===== src/rtl/uart_pkg.sv =====
// Shared UART definitions: state encoding, line-level constants and the parity
// helper used by both the transmitter and the receiver.
package uart_pkg;

    typedef enum logic [2:0] {
        IDLE   = 3'd0,
        START  = 3'd1,
        DATA   = 3'd2,
        PARITY = 3'd3,
        STOP   = 3'd4,
        GAP    = 3'd5
    } uart_state_t;

    localparam logic START_BIT  = 1'b0;
    localparam logic STOP_BIT   = 1'b1;
    localparam logic IDLE_LEVEL = 1'b1;

    // Zero-extension does not change the XOR reduction, so one width serves all callers.
    function automatic logic odd_parity(input logic [31:0] data);
        return ~^data;
    endfunction

endpackage


===== src/rtl/uart_tx.sv =====
// UART transmitter: one serial bit per clk, frame = start, data LSB-first,
// odd parity, stop, followed by an optional forced idle gap.
module uart_tx
    import uart_pkg::*;
#(
    parameter int DATA_WIDTH = 8,
    parameter int GAP_CYCLES = 0
) (
    input  logic                  clk,
    input  logic                  reset,
    input  logic [DATA_WIDTH-1:0] in_byte,
    input  logic                  in_valid,
    output logic                  in_ready,
    output logic                  tx,
    output logic                  busy,
    output logic                  tx_done
);

    localparam int CW = (DATA_WIDTH > 1) ? $clog2(DATA_WIDTH) : 1;
    localparam int GW = (GAP_CYCLES > 1) ? $clog2(GAP_CYCLES) : 1;
    localparam logic [CW-1:0] LAST_BIT = CW'(DATA_WIDTH - 1);
    localparam logic [GW-1:0] LAST_GAP = GW'((GAP_CYCLES > 0) ? GAP_CYCLES - 1 : 0);

    uart_state_t           state_reg;
    logic [DATA_WIDTH-1:0] shift_reg;
    logic [CW-1:0]         bit_cnt_reg;
    logic [GW-1:0]         gap_cnt_reg;
    logic                  parity_reg;
    logic                  tx_reg;
    logic                  busy_reg;
    logic                  tx_done_reg;
    logic                  ready;
    logic                  transfer;

    // Ready is the only combinational output; it must drop while reset is held.
    always_comb begin
        ready = 1'b0;
        case (state_reg)
            IDLE:    ready = 1'b1;
            STOP:    ready = (GAP_CYCLES == 0);
            GAP:     ready = (gap_cnt_reg == LAST_GAP);
            default: ready = 1'b0;
        endcase
        if (reset) begin
            ready = 1'b0;
        end
    end

    assign transfer = in_valid && ready;

    // tx, busy and tx_done are registered together with the state they describe.
    always_ff @(posedge clk) begin
        if (reset) begin
            state_reg   <= IDLE;
            shift_reg   <= '0;
            bit_cnt_reg <= '0;
            gap_cnt_reg <= '0;
            parity_reg  <= 1'b0;
            tx_reg      <= IDLE_LEVEL;
            busy_reg    <= 1'b0;
            tx_done_reg <= 1'b0;
        end else begin
            tx_done_reg <= 1'b0;
            case (state_reg)
                START: begin
                    state_reg   <= DATA;
                    tx_reg      <= shift_reg[0];
                    shift_reg   <= shift_reg >> 1;
                    bit_cnt_reg <= '0;
                end
                DATA: begin
                    if (bit_cnt_reg == LAST_BIT) begin
                        state_reg <= PARITY;
                        tx_reg    <= parity_reg;
                    end else begin
                        bit_cnt_reg <= bit_cnt_reg + CW'(1);
                        tx_reg      <= shift_reg[0];
                        shift_reg   <= shift_reg >> 1;
                    end
                end
                PARITY: begin
                    state_reg   <= STOP;
                    tx_reg      <= STOP_BIT;
                    tx_done_reg <= 1'b1;
                end
                STOP, GAP, IDLE: begin
                    if (transfer) begin
                        state_reg  <= START;
                        tx_reg     <= START_BIT;
                        busy_reg   <= 1'b1;
                        shift_reg  <= in_byte;
                        parity_reg <= odd_parity(32'(in_byte));
                    end else if (state_reg == STOP && GAP_CYCLES > 0) begin
                        state_reg   <= GAP;
                        tx_reg      <= IDLE_LEVEL;
                        gap_cnt_reg <= '0;
                    end else if (state_reg == GAP && gap_cnt_reg != LAST_GAP) begin
                        gap_cnt_reg <= gap_cnt_reg + GW'(1);
                    end else begin
                        state_reg <= IDLE;
                        tx_reg    <= IDLE_LEVEL;
                        busy_reg  <= 1'b0;
                    end
                end
                default: begin
                    state_reg <= IDLE;
                    tx_reg    <= IDLE_LEVEL;
                    busy_reg  <= 1'b0;
                end
            endcase
        end
    end

    assign in_ready = ready;
    assign tx       = tx_reg;
    assign busy     = busy_reg;
    assign tx_done  = tx_done_reg;

endmodule


===== config.mk =====
export PLATFORM = sky130hd
export DESIGN_NAME = uart_tx
export DESIGN_NICKNAME = d
export VERILOG_FILES = /design/src/rtl/uart_pkg.sv /design/src/rtl/uart_tx.sv
export SDC_FILE = /design/constraint.sdc
export NUM_CORES = 1
export LEC_CHECK = 0
export BUFFER_PORTS_ARGS = -buffer_cell sky130_fd_sc_hd__clkbuf_2
export CORE_MARGIN = 2
export CORE_UTILIZATION = 55
export CTS_BUF_LIST = sky130_fd_sc_hd__clkbuf_2
export DETAILED_ROUTE_END_ITERATION = 10
export PLACE_DENSITY = 0.77
export SLEW_MARGIN = 20
export SYNTH_ARGS = -nofsm -noshare
export SYNTH_HDL_FRONTEND = slang
export SYNTH_SLANG_ARGS = --single-unit

===== constraint.sdc =====
create_clock -name clk -period 2.72 [get_ports clk]
set_input_delay 0 -clock clk [delete_from_list [all_inputs] [get_ports clk]]
set_output_delay 0 -clock clk [all_outputs]
set_load 0.02 [all_outputs]

==> results.json <==
{
  "met2_usage_pct": 30.27,
  "grt_antenna_before_repair": 0,
  "dp_hpwl_um": 1336,
  "finalNonFillerCells": 144,
  "wl_um": 1886,
  "drc": 0,
  "multi_input_area_um2": 619.3,
  "rows": 15,
  "power_frac_seq_pct": 56.1,
  "core_area_mm2": 0.001764,
  "grt_overflow": 0,
  "die_h_um": 47.59,
  "synthTopCellsByCount": "dfxtp_1 (19), a21oi_1 (7), mux2i_1 (7), xnor2_1 (7)",
  "dieArea_mm2": 0.002264,
  "rr_endpoint": "shift_reg[5]$_SDFFE_PP0P_",
  "clock_skew_ps": 4.520,
  "synth_edf_count": 0,
  "synth_async_sr_flop_share_pct": 0,
  "swShare_pct": 30.77,
  "ys_seq_area_share_pct": 36.41,
  "synth_most_common_cell": "dfxtp_1",
  "met3_usage_pct": 4.528,
  "regArea_um2": 380.4,
  "cts_tree": "done",
  "ys.flop_type": "dfxtp_1",
  "peakVddDrop_v": 0.0002710,
  "cp_slowest_cell": "dfxtp_1",
  "crit_path_frequent_cell": "ha_1",
  "cts_max_level": 1,
  "numCtsBuffers": 3,
  "syn_to_final_growth_pct": 8.982,
  "dp_cells": 139,
  "drt_iter0_drc": 13,
  "dr.pass1.iters": 4,
  "ios": 15,
  "vias_per_cell": 5.660,
  "worst-setup-path-type": "flip-flop to flip-flop",
  "p_clk_share_pct": 22.3,
  "synth_area_leaders": "dfxtp_1 (36%), mux2i_1 (6.7%), xnor2_1 (5.9%)",
  "crit_path_start_kind": "flip-flop",
  "via_count": 815,
  "crit_arrival_ps": 2060,
  "max_slew_margin_pct": 63.81,
  "cp_max_fo": 15,
  "cp_slowest_stage_delay_ps": 380,
  "status": "finished clean",
  "ys_ff_latch": 19,
  "switchingPower_w": 0.0001740,
  "r2r_cells": 6,
  "fill_cells": 152,
  "busiest_layer": "met2",
  "synth_cells": 107,
  "grt_max_degree": 21,
  "drive_above_1_share_pct": 26.89,
  "yosys_warnings": 0,
  "slew_viol_final": 0,
  "path_clk_slew_ps": 190,
  "setup_tns_ps": 0,
  "cp-startpoint": "bit_cnt_reg[0]$_SDFFE_PP0P_",
  "reg2reg_slack_ps": 900,
  "min_period_over_period_pct": 66.76,
  "setup_violations": 0,
  "yosysTopAreaCell": "dfxtp_1",
  "initial_utilization_pct": 59.22,
  "largest_register_ffs": 8,
  "cts_resized": 0,
  "final-hold-violation-count": 0,
  "crit_required_ps": 2960,
  "die_x_um": 47.59,
  "drtAntennaViolNets": 0,
  "yosysTopAreaCellShare_pct": 36.41,
  "syn_area_mm2": 0.001045,
  "synth.avg_cell_area_um2": 9.764,
  "wire_per_inst_um": 13.10,
  "cts_buffer_depth": 2,
  "fmax_mhz": 550.7,
  "cts_sinks": 19,
  "fin_nets": 133,
  "rsz0062_at_grt": "no",
  "intPower_w": 0.0003914,
  "synth.net_count": 120,
  "worst_slew_pin_slew_ps": 540.2,
  "p_comb_share_pct": 21.6,
  "grtUsageMet1_pct": 26.45,
  "grt_pass1_vias": 686,
  "setup.worst_path.end_class": "flip-flop",
  "grt_pass1_wl_um": 3049,
  "synth_cell_types": 42,
  "insertion_delay_ps": 320,
  "post-route-min-period_ps": 1816,
  "grt_use_total_pct": 19.60,
  "n_antenna_cell": 0,
  "routabilityCongestion": 0.7551,
  "leakagePower_nw": 0.4179,
  "io_buffers": 14,
  "power_density_mw_per_mm2": 496.6,
  "min_path_type": "primary input to flip-flop",
  "cts_setup_buffers": 0,
  "holdBufCountCts": 1,
  "r2r-start": "bit_cnt_reg[0]$_SDFFE_PP0P_",
  "cts_root_buf": "clkbuf_2",
  "cp_cell_sequence": "ha_1 > ha_1 > or3_4 > nand2_4 > a21oi_1 > a311oi_1",
  "endpoint": "shift_reg[5]$_SDFFE_PP0P_",
  "drv_cap": 0
}
==> worst min path at each step <==
stage / startpoint / slack [ps] / end / cells past startpoint
2_1_floorplan: in_byte[7] / 170 / shift_reg[7]$_SDFFE_PP0P_ / 2
3_3_place_gp: in_byte[7] / 330 / shift_reg[7]$_SDFFE_PP0P_ / 3
3_5_place_dp: in_byte[7] / 340 / shift_reg[7]$_SDFFE_PP0P_ / 3
4_1_cts: in_byte[5] / 10 / shift_reg[5]$_SDFFE_PP0P_ / 3
5_1_grt: in_byte[0] / 10 / shift_reg[0]$_SDFFE_PP0P_ / 3
6_report: in_byte[5] / 20 / shift_reg[5]$_SDFFE_PP0P_ / 3
==> through the flow <==
stage | setup WS (ps) | power (W) | utilization (%) | cell area, um^2 | hold slack, ps
after floorplan | 1054 | 0.0004175 | - | 1045 | 168.6
after global placement | 1020 | 0.0004404 | 62.84 | 1109 | 332.7
after detailed placement | 946.2 | 0.0004437 | 62.84 | 1109 | 336.4
after CTS | 901.7 | 0.0005696 | 64.54 | 1139 | 12.20
after global routing | 721.6 | 0.0005943 | 64.54 | 1139 | 10.29
final | 904.0 | 0.0005654 | 64.54 | 1139 | 20.31
==> layout by cell type (no fill, tap or decap), types with 2 or more instances in the layout <==
cell type  count
a311oi_1       4
mux2i_1        7
a22oi_1        3
a22o_1         2
nand2b_1       5
nor2_1         5
nor3_1         3
o21ai_0        3
a311oi_2       3
o21ai_1        2
nor2b_1        2
clkbuf_2      17
dfxtp_1       19
a21oi_2        3
xnor2_1        7
a31oi_1        2
a21oi_1        7
ha_1           2
==> per-layer routing <==
layer / up-vias / share of wire, %
met2: 16 / 47
li1: 421 / -
met5: - / 0
met1: 376 / 48
met3: 2 / 3.7
met4: 0 / 1.2
==> cells by family (layout without fill, tap and decap cells) <==
| family | after synthesis | after routing | synth area share (%) |
|---|---|---|---|
| xor+xnor | 8 | 8 | 6.707 |
| flops | 19 | 19 | 36.41 |
| buf+inv | 9 | 21 | 4.310 |
| fa+ha+maj | 2 | 2 | 2.395 |
| mux | 8 | 8 | 7.785 |
| simple gates | 27 | 27 | 16.17 |
| compound gates | 34 | 34 | 26.23 |
==> layout make-up <==
type                            count  area share (%)
Timing Repair Buffer               15           7.033
Clock buffer                        3           1.319
Multi-Input combinational cell     79           54.40
Sequential cell                    19           33.41
Tap cell                           25           2.747
Inverter                            2          0.6593
Clock inverter                      1          0.4396
==> power by group through the flow <==
stage	combinational (W)	sequential, W	clock (W)
after floorplan	0.0000991	0.000318	0
after global placement	0.000118	0.000323	0
after detailed placement	0.000121	0.000323	0
after CTS	0.000122	0.000317	0.000130
after global routing	0.000134	0.000321	0.000140
final	0.000122	0.000317	0.000126
==> critical path: cells and delay by family, from the launching register on <==
| family | cells | cell delay, ps |
|---|---|---|
| fa+ha+maj | 2 | 440 |
| flops | 1 | 380 |
| simple gates | 2 | 550 |
| compound gates | 2 | 370 |
Power figures use the tool's default switching activity.
